`src/rtl/bootram_ctrl.sv`:
```
// Boot RAM bus controller: serves PicoRV32 native-bus accesses with one wait state
// and streams a byte-wide boot image into four byte lanes while the CPU is stalled.
module bootram_ctrl #(
    parameter int unsigned ADDR_WIDTH = 11
) (
    input  logic                    clk,
    input  logic                    resetn,
    // CPU native memory bus
    input  logic                    mem_s_valid,
    output logic                    mem_s_ready,
    input  logic [31:0]             mem_s_addr,
    input  logic [31:0]             mem_s_wdata,
    input  logic [3:0]              mem_s_wstrb,
    output logic [31:0]             mem_s_rdata,
    // image loader stream
    input  logic                    ld_start,
    input  logic [ADDR_WIDTH+2:0]   ld_len,
    input  logic                    ld_valid,
    output logic                    ld_ready,
    input  logic [7:0]              ld_data,
    output logic                    ld_busy,
    output logic                    ld_done,
    // byte-lane RAM pins
    output logic [ADDR_WIDTH-1:0]   ram_ad,
    output logic [31:0]             ram_din,
    output logic [3:0]              ram_ce,
    output logic                    ram_wre,
    input  logic [31:0]             ram_dout
);

    localparam int unsigned LenW = ADDR_WIDTH + 3;
    localparam int unsigned PtrW = ADDR_WIDTH + 2;
    // Total byte span of the four lanes; longer load requests are clipped to it.
    localparam logic [LenW-1:0] Span = LenW'(4) << ADDR_WIDTH;

    typedef enum logic [1:0] {
        StIdle,
        StAck,
        StLoad,
        StDone
    } state_e;

    state_e          state_q, state_d;
    logic [PtrW-1:0] ptr_q, ptr_d;
    logic [LenW-1:0] len_q, len_d;
    logic [LenW-1:0] len_clamp;
    logic            last_byte;

    assign len_clamp = (ld_len > Span) ? Span : ld_len;
    assign last_byte = ({1'b0, ptr_q} == (len_q - LenW'(1)));

    // State, byte pointer and load length registers with synchronous reset.
    always_ff @(posedge clk) begin
        if (!resetn) begin
            state_q <= StIdle;
            ptr_q   <= '0;
            len_q   <= '0;
        end else begin
            state_q <= state_d;
            ptr_q   <= ptr_d;
            len_q   <= len_d;
        end
    end

    // Next-state logic and all outputs; lane strobes are gated by reset so the
    // RAM contents survive a reset asserted mid-access or mid-load.
    always_comb begin
        state_d     = state_q;
        ptr_d       = ptr_q;
        len_d       = len_q;
        mem_s_ready = 1'b0;
        mem_s_rdata = '0;
        ld_ready    = 1'b0;
        ld_busy     = 1'b0;
        ld_done     = 1'b0;
        ram_ad      = '0;
        ram_din     = '0;
        ram_ce      = 4'h0;
        ram_wre     = 1'b0;

        unique case (state_q)
            StIdle: begin
                if (ld_start) begin
                    len_d   = len_clamp;
                    ptr_d   = '0;
                    state_d = (len_clamp == '0) ? StDone : StLoad;
                end else if (mem_s_valid) begin
                    ram_ad = mem_s_addr[ADDR_WIDTH+1:2];
                    if (mem_s_wstrb == 4'h0) begin
                        ram_ce  = 4'hF;
                        ram_wre = 1'b0;
                    end else begin
                        ram_ce  = mem_s_wstrb;
                        ram_wre = 1'b1;
                        ram_din = mem_s_wdata;
                    end
                    state_d = StAck;
                end
            end
            StAck: begin
                mem_s_ready = 1'b1;
                mem_s_rdata = ram_dout;
                state_d     = StIdle;
            end
            StLoad: begin
                ld_ready = 1'b1;
                ld_busy  = 1'b1;
                if (ld_valid) begin
                    ram_ad  = ptr_q[ADDR_WIDTH+1:2];
                    ram_ce  = 4'b0001 << ptr_q[1:0];
                    ram_wre = 1'b1;
                    ram_din = {4{ld_data}};
                    // Pointer holds at len-1 on the final byte; the next load clears it.
                    if (last_byte) begin
                        state_d = StDone;
                    end else begin
                        ptr_d = ptr_q + PtrW'(1);
                    end
                end
            end
            StDone: begin
                ld_done = 1'b1;
                state_d = StIdle;
            end
            default: begin
                state_d = StIdle;
            end
        endcase

        if (!resetn) begin
            ram_ce  = 4'h0;
            ram_wre = 1'b0;
        end
    end

endmodule

```
`config.mk`:
```
export PLATFORM = sky130hd
export DESIGN_NAME = bootram_ctrl
export DESIGN_NICKNAME = d
export VERILOG_FILES = /design/src/rtl/bootram_ctrl.sv
export SDC_FILE = /design/constraint.sdc
export NUM_CORES = 1
export LEC_CHECK = 0
export ABC_AREA = 1
export ABC_CLOCK_PERIOD_IN_PS = 3000
export CORE_AREA = 2 2 94 96
export DETAILED_ROUTE_END_ITERATION = 7
export DIE_AREA = 0 0 96 98
export GPL_TIMING_DRIVEN = 0
export PLACE_DENSITY = 0.89
export SYNTH_ARGS = -nofsm -noshare
export SYNTH_HDL_FRONTEND = slang
export SYNTH_SLANG_ARGS = --single-unit
```
`constraint.sdc`:
```
create_clock -name clk -period 3 [get_ports clk]
set_input_delay 0.9 -clock clk [delete_from_list [all_inputs] [get_ports clk]]
set_output_delay 0.9 -clock clk [all_outputs]
set_load 0.05 [all_outputs]
```
* Yosys cells after proc, flatten, opt, wreduce, memory -nomap -nowiden
Cells that the tools add are included.
** Word-level totals
- Word-level logic and storage cells :: 60
- Memories kept :: 0
- Bits in registers :: 29
- ROM bits :: 0
- Bits in writable memories :: 0
- Latch bits :: 0
** Cells by class
- Shifts and indexed selects :: 1
- Muxes and demuxes :: 36
- Divide/modulo/power cells :: 0
- Bitwise logic cells :: 0
- $lt $le $gt $ge :: 1
- Equality and inequality tests :: 9
- Add/subtract/negate cells :: 2
- Reduce and logical (&&, ||, !) cells :: 8
- Multiply operators :: 0
** Operators by type and width (number)
- $mux W32 :: 5
- $pmux W32 S2 :: 1
- $mux W13 :: 3
- $mux W11 :: 3
- $pmux W13 S2 :: 1
- $pmux W11 S2 :: 1
- $mux W4 :: 5
- $eq A13 B14 Y1 :: 1
- $gt A14 B14 Y1 const B :: 1
- $logic_not A14 Y1 :: 1
- $mux W14 :: 1
- $sub A14 B1 Y14 const B :: 1
- $add A13 B1 Y13 const B :: 1
- $mux W1 :: 9
- $mux W2 :: 4
- $ne A2 B2 Y1 const B :: 4
- $pmux W4 S2 :: 1
- $pmux W2 S3 :: 1
- $eq A2 B2 Y1 const B :: 2
- $logic_not A4 Y1 :: 1
- $reduce_and A4 Y1 :: 1
- $shl A1 B2 Y4 const A :: 1
- $ne A3 B3 Y1 const B :: 1
- $reduce_and A3 Y1 :: 1
- 6 further kinds :: 6

* Depth between registers and ports, before layout
- Depth in word-level cells :: 6
- Depth in mapped cells :: 18

* Worst setup path after synthesis
OpenSTA, ideal clock, no wires.
- Kind :: flip-flop to output port
- Start point :: reg state_q[1]
- End point :: out ram_ad[0]
- Slack :: -889 ps
- Data arrival time :: 2989 ps
- Path buffers :: 0
- Stages on the path, launching flop included :: 7
- Cells stage by stage :: dfxtp_1 inv_1 nor2_1 inv_1 nor2_2 inv_1 o21ai_0
** Between the ends
- Cells in the longest elaborated chain, start to end :: 2
** Ends and longest elaborated chain
- start: declaration :: RTL line 43 : state_e state_q, state_d;
- start signal: assignment :: RTL line 55 : state_q <= StIdle;
- start signal: assignment :: RTL line 59 : state_q <= state_d;
- $eq A2 B2 Y1 / $logic_not A2 Y1 (equally long branches) :: RTL line 81 : unique case (state_q)
- $pmux W11 S2 (*) :: RTL line 81
- end: declaration :: RTL line 24 : output logic [ADDR_WIDTH-1:0] ram_ad,
Every way passes the cells marked *; elsewhere a longest branch is shown, timed or not.

* Worst setup path in the final report
- Start point :: in ld_start
- End point :: out ram_wre
** Between the ends
- Cells in the longest elaborated chain, start to end :: 3
** Ends and longest elaborated chain
- start: declaration :: RTL line 16 : input logic ld_start,
- $mux W1 :: RTL line 83 : if (ld_start) begin
- $pmux W1 S2 :: RTL line 81
- $mux W1 :: RTL line 130 : if (!resetn) begin
- end: declaration :: RTL line 27 : output logic ram_wre,
Every way passes these cells.

==> flow_metrics.env <==
export IMPL_hp_class="reg -> reg"
export IMPL_ys_ff_latch=29
export IMPL_finalCritPeriodShare=1.00
export IMPL_io_buffers=189
export IMPL_p_leak_nw=2.76
export IMPL_combPwrFrac=0.560
export IMPL_crit_chain="buf_2 -> nor2_4 -> inv_4 -> nor2_4 -> buf_12 -> buf_8 -> nand2_4 -> a21oi_4 -> buf_6"
export IMPL_die_x_um=96
export IMPL_critical_path_class="in -> out"
export IMPL_rows=34
export IMPL_start_kind="primary input"
export IMPL_final_util=0.671
export IMPL_grt_total_usage=0.301
export IMPL_finalHoldViolCount=0
export IMPL_slew_violations=0
export IMPL_clk_latency_ns=0.30
export IMPL_antenna_found_initial=0
export IMPL_design_area_sq_um=5680
export IMPL_grt_pass1_vias=4365
export IMPL_setup_slack_ns=-0.0142
export IMPL_synth_cell_types=34
export IMPL_pre_cts_slack_ns=-1.42
export IMPL_p_clk_frac=0.236
export IMPL_p_seq_frac=0.204
export IMPL_wl_per_cell_um=17.8
export IMPL_yosysWarnings=0
export IMPL_max_freq_mhz=332
export IMPL_vias_per_cell=5.44
export IMPL_synthToLayoutAreaGrowth_pct=93.9
export IMPL_worstMarginPinSlew_ns=0.559
export IMPL_syn_nets=652
export IMPL_initial_utilization=0.346
export IMPL_cts_root_buf="clkbuf_8"
export IMPL_fp_dieArea_sq_um=9410
export IMPL_grt_pass1_wl_um=22100
export IMPL_grt_max_degree=11
export IMPL_startpoint="ld_start"
export IMPL_clkSinkCount=29
export IMPL_cp_max_fo=5
export IMPL_post_route_cells_drive_above_1_share=0.288
export IMPL_swShare=0.441
export IMPL_rsz0062_at_grt="true"
export IMPL_p_int_mw=1.18
export IMPL_crit_arrival_ns=2.11
export IMPL_clk_pin_slew_worst_paths_ns=0.07
export IMPL_h_tree_depth=2
export IMPL_core_sq_um=8470
export IMPL_hold_path_startpoint="len_q[13]"
export IMPL_drtPass1Iterations=6
export IMPL_netlist_area_sq_um=2930
export IMPL_switchingPower_uw=928
export IMPL_vias=4610
export IMPL_ant_nets=0
export IMPL_clockBufferDepth=2
export IMPL_wirelength_um=15100
export IMPL_maxSlewHeadroom=0.626
export IMPL_crit_path_end_kind="output port"
export IMPL_seq_area_frac_synth=0.198
export IMPL_powerDensity_nw_per_um2=370
export IMPL_dpl_cell_area_sq_um=5050
export IMPL_ir_worst_vdd_mv=0.248
export IMPL_status="finished with violations"
export IMPL_cts_buffers=5
export IMPL_die_h_um=98
export IMPL_cap_violations=0
export IMPL_hpwl_um=10000
export IMPL_gp_congestion=1.02
export IMPL_cpMostUsedCell="nor2_4"
export IMPL_drt_iter0_drc=486
export IMPL_avgSynthCellArea_sq_um=5.63
export IMPL_skew_ns=0.0103
export IMPL_fin_crit_ns=3.01
export IMPL_syn_inst=520
export IMPL_slowest_stage="nor2_4"
export IMPL_num_antenna_cells=0
export IMPL_overflow=0
export IMPL_violations="setup timing"
export IMPL_drc_errors=0
export IMPL_cts_hold_buf=0
export IMPL_nets=870
export IMPL_setup_viol=3
export IMPL_ios=211
export IMPL_cts_tree="done"
export IMPL_cp_required_ns=2.10
export IMPL_critical_path_max_stage_delay_ns=0.20
export IMPL_r2r_start="ptr_q[0]"
critical path: cells and delay by family:
family / cells / cell delay (ns)
buf+inv: 5 / 0.67
simple gates: 3 / 0.40
compound gates: 1 / 0.13
metrics by stage:
step / std cells / hold WS [ns] / TNS, ns / power, mW
after floorplan: 520 / 0.466 / -1.38 / 1.07
after global placement: 817 / 0.490 / -66.25 / 1.44
after detailed placement: 817 / 0.500 / -69.20 / 1.47
after CTS: 846 / 0.507 / 0 / 2.03
after global routing: 847 / 0.537 / -0.194 / 2.18
final: 847 / 0.510 / -0.0200 / 2.10
final timing paths:
kind                                  end  slack (ns)  cells after the start
worst max register to register   ptr_q[0]        0.82                     14
worst max-delay path              ram_wre       -0.01                      9
worst min register to register  len_q[13]        0.51                      2
worst min-delay path            len_q[13]        0.51                      2
area by class of cell:
type	count	area, sq um
plain buffers	23	213
fillers	608	2790
multi-input cells	387	2190
clock buffers	5	68.8
inverters	81	314
well taps	108	135
repair buffers	211	2120
flip-flops and latches	29	581
clock inverters	3	65.1
cells by family after synthesis:
| logic type | count (synthesis) | share of synthesized area |
|---|---|---|
| AO/OA/AOI/OAI | 45 | 0.101 |
| XOR/XNOR | 17 | 0.0508 |
| adder cells (fa/ha/maj) | 5 | 0.0214 |
| buffers and inverters | 105 | 0.143 |
| flip-flops | 29 | 0.198 |
| AND/OR/NAND/NOR | 319 | 0.486 |
power by group through the flow:
stage               Clock (mW)  Combinational [mW]  Sequential, mW
floorplan                    0               0.646           0.429
global placement             0                1.01           0.435
detailed placement           0                1.03           0.435
CTS                      0.493                1.11           0.427
global route             0.516                1.24           0.431
finish                   0.496                1.18           0.430
state kept, by name, indices dropped and copies added (netlist names):
register  flops
state_q       2
len_q        14
ptr_q        13
cells in the mapped netlist, drive strengths merged:
library cell / number / area share
nand4: 2 / 0.0043
xor2: 13 / 0.039
nor3b: 1 / 0.0026
a21oi: 14 / 0.037
dfxtp: 29 / 0.20
nand3: 79 / 0.14
xnor2: 4 / 0.012
a32o: 3 / 0.010
nand2: 139 / 0.19
and3: 1 / 0.0021
inv: 81 / 0.10
clkbuf: 16 / 0.021
nor2: 84 / 0.12
o21ai: 22 / 0.038
a22o: 1 / 0.0030
buf: 8 / 0.018
nor3: 6 / 0.010
nor4: 3 / 0.0064
nand3b: 4 / 0.010
ha: 5 / 0.021
o2111ai: 1 / 0.0030
a22oi: 4 / 0.010
layout by cell type (no fill, tap or decap), types with 4 or more instances in the layout:
master | Yosys | layout
clkdlybuf4s50_1 | 0 | 100
nand2_1 | 124 | 84
inv_1 | 77 | 68
nand3_1 | 78 | 68
nor2_1 | 75 | 68
nand2_2 | 13 | 51
dlygate4sd2_1 | 0 | 31
dfxtp_1 | 29 | 29
buf_6 | 0 | 27
buf_4 | 2 | 23
buf_8 | 1 | 17
o21ai_0 | 21 | 14
xor2_1 | 13 | 13
nor2_2 | 7 | 11
inv_2 | 4 | 10
clkbuf_8 | 0 | 10
a21oi_2 | 10 | 10
nand3_2 | 1 | 9
clkbuf_2 | 1 | 7
clkbuf_1 | 15 | 7
nor2_4 | 2 | 6
buf_2 | 4 | 6
nor3_1 | 6 | 6
ha_1 | 5 | 5
o21ai_1 | 1 | 4
nand2_4 | 2 | 4
xnor2_1 | 4 | 4
nand3b_1 | 4 | 4
routing by layer:
metal / global-route usage / vias to the layer above / routed length, um
met5: 0 / - / 0
met4: 0.162 / 0 / 1030
met3: 0.0826 / 107 / 1630
met2: 0.519 / 371 / 7330
met1: 0.327 / 2059 / 5070
li1: - / 2073 / -
timing repair:
action | CTS | global route
cloned | 8 | 0
resized for setup | 421 | 51
setup buffers | 14 | 2
setup endpoints to repair | 80 | 52
pin swaps | 6 | 7
Power figures use the tool's default switching activity.
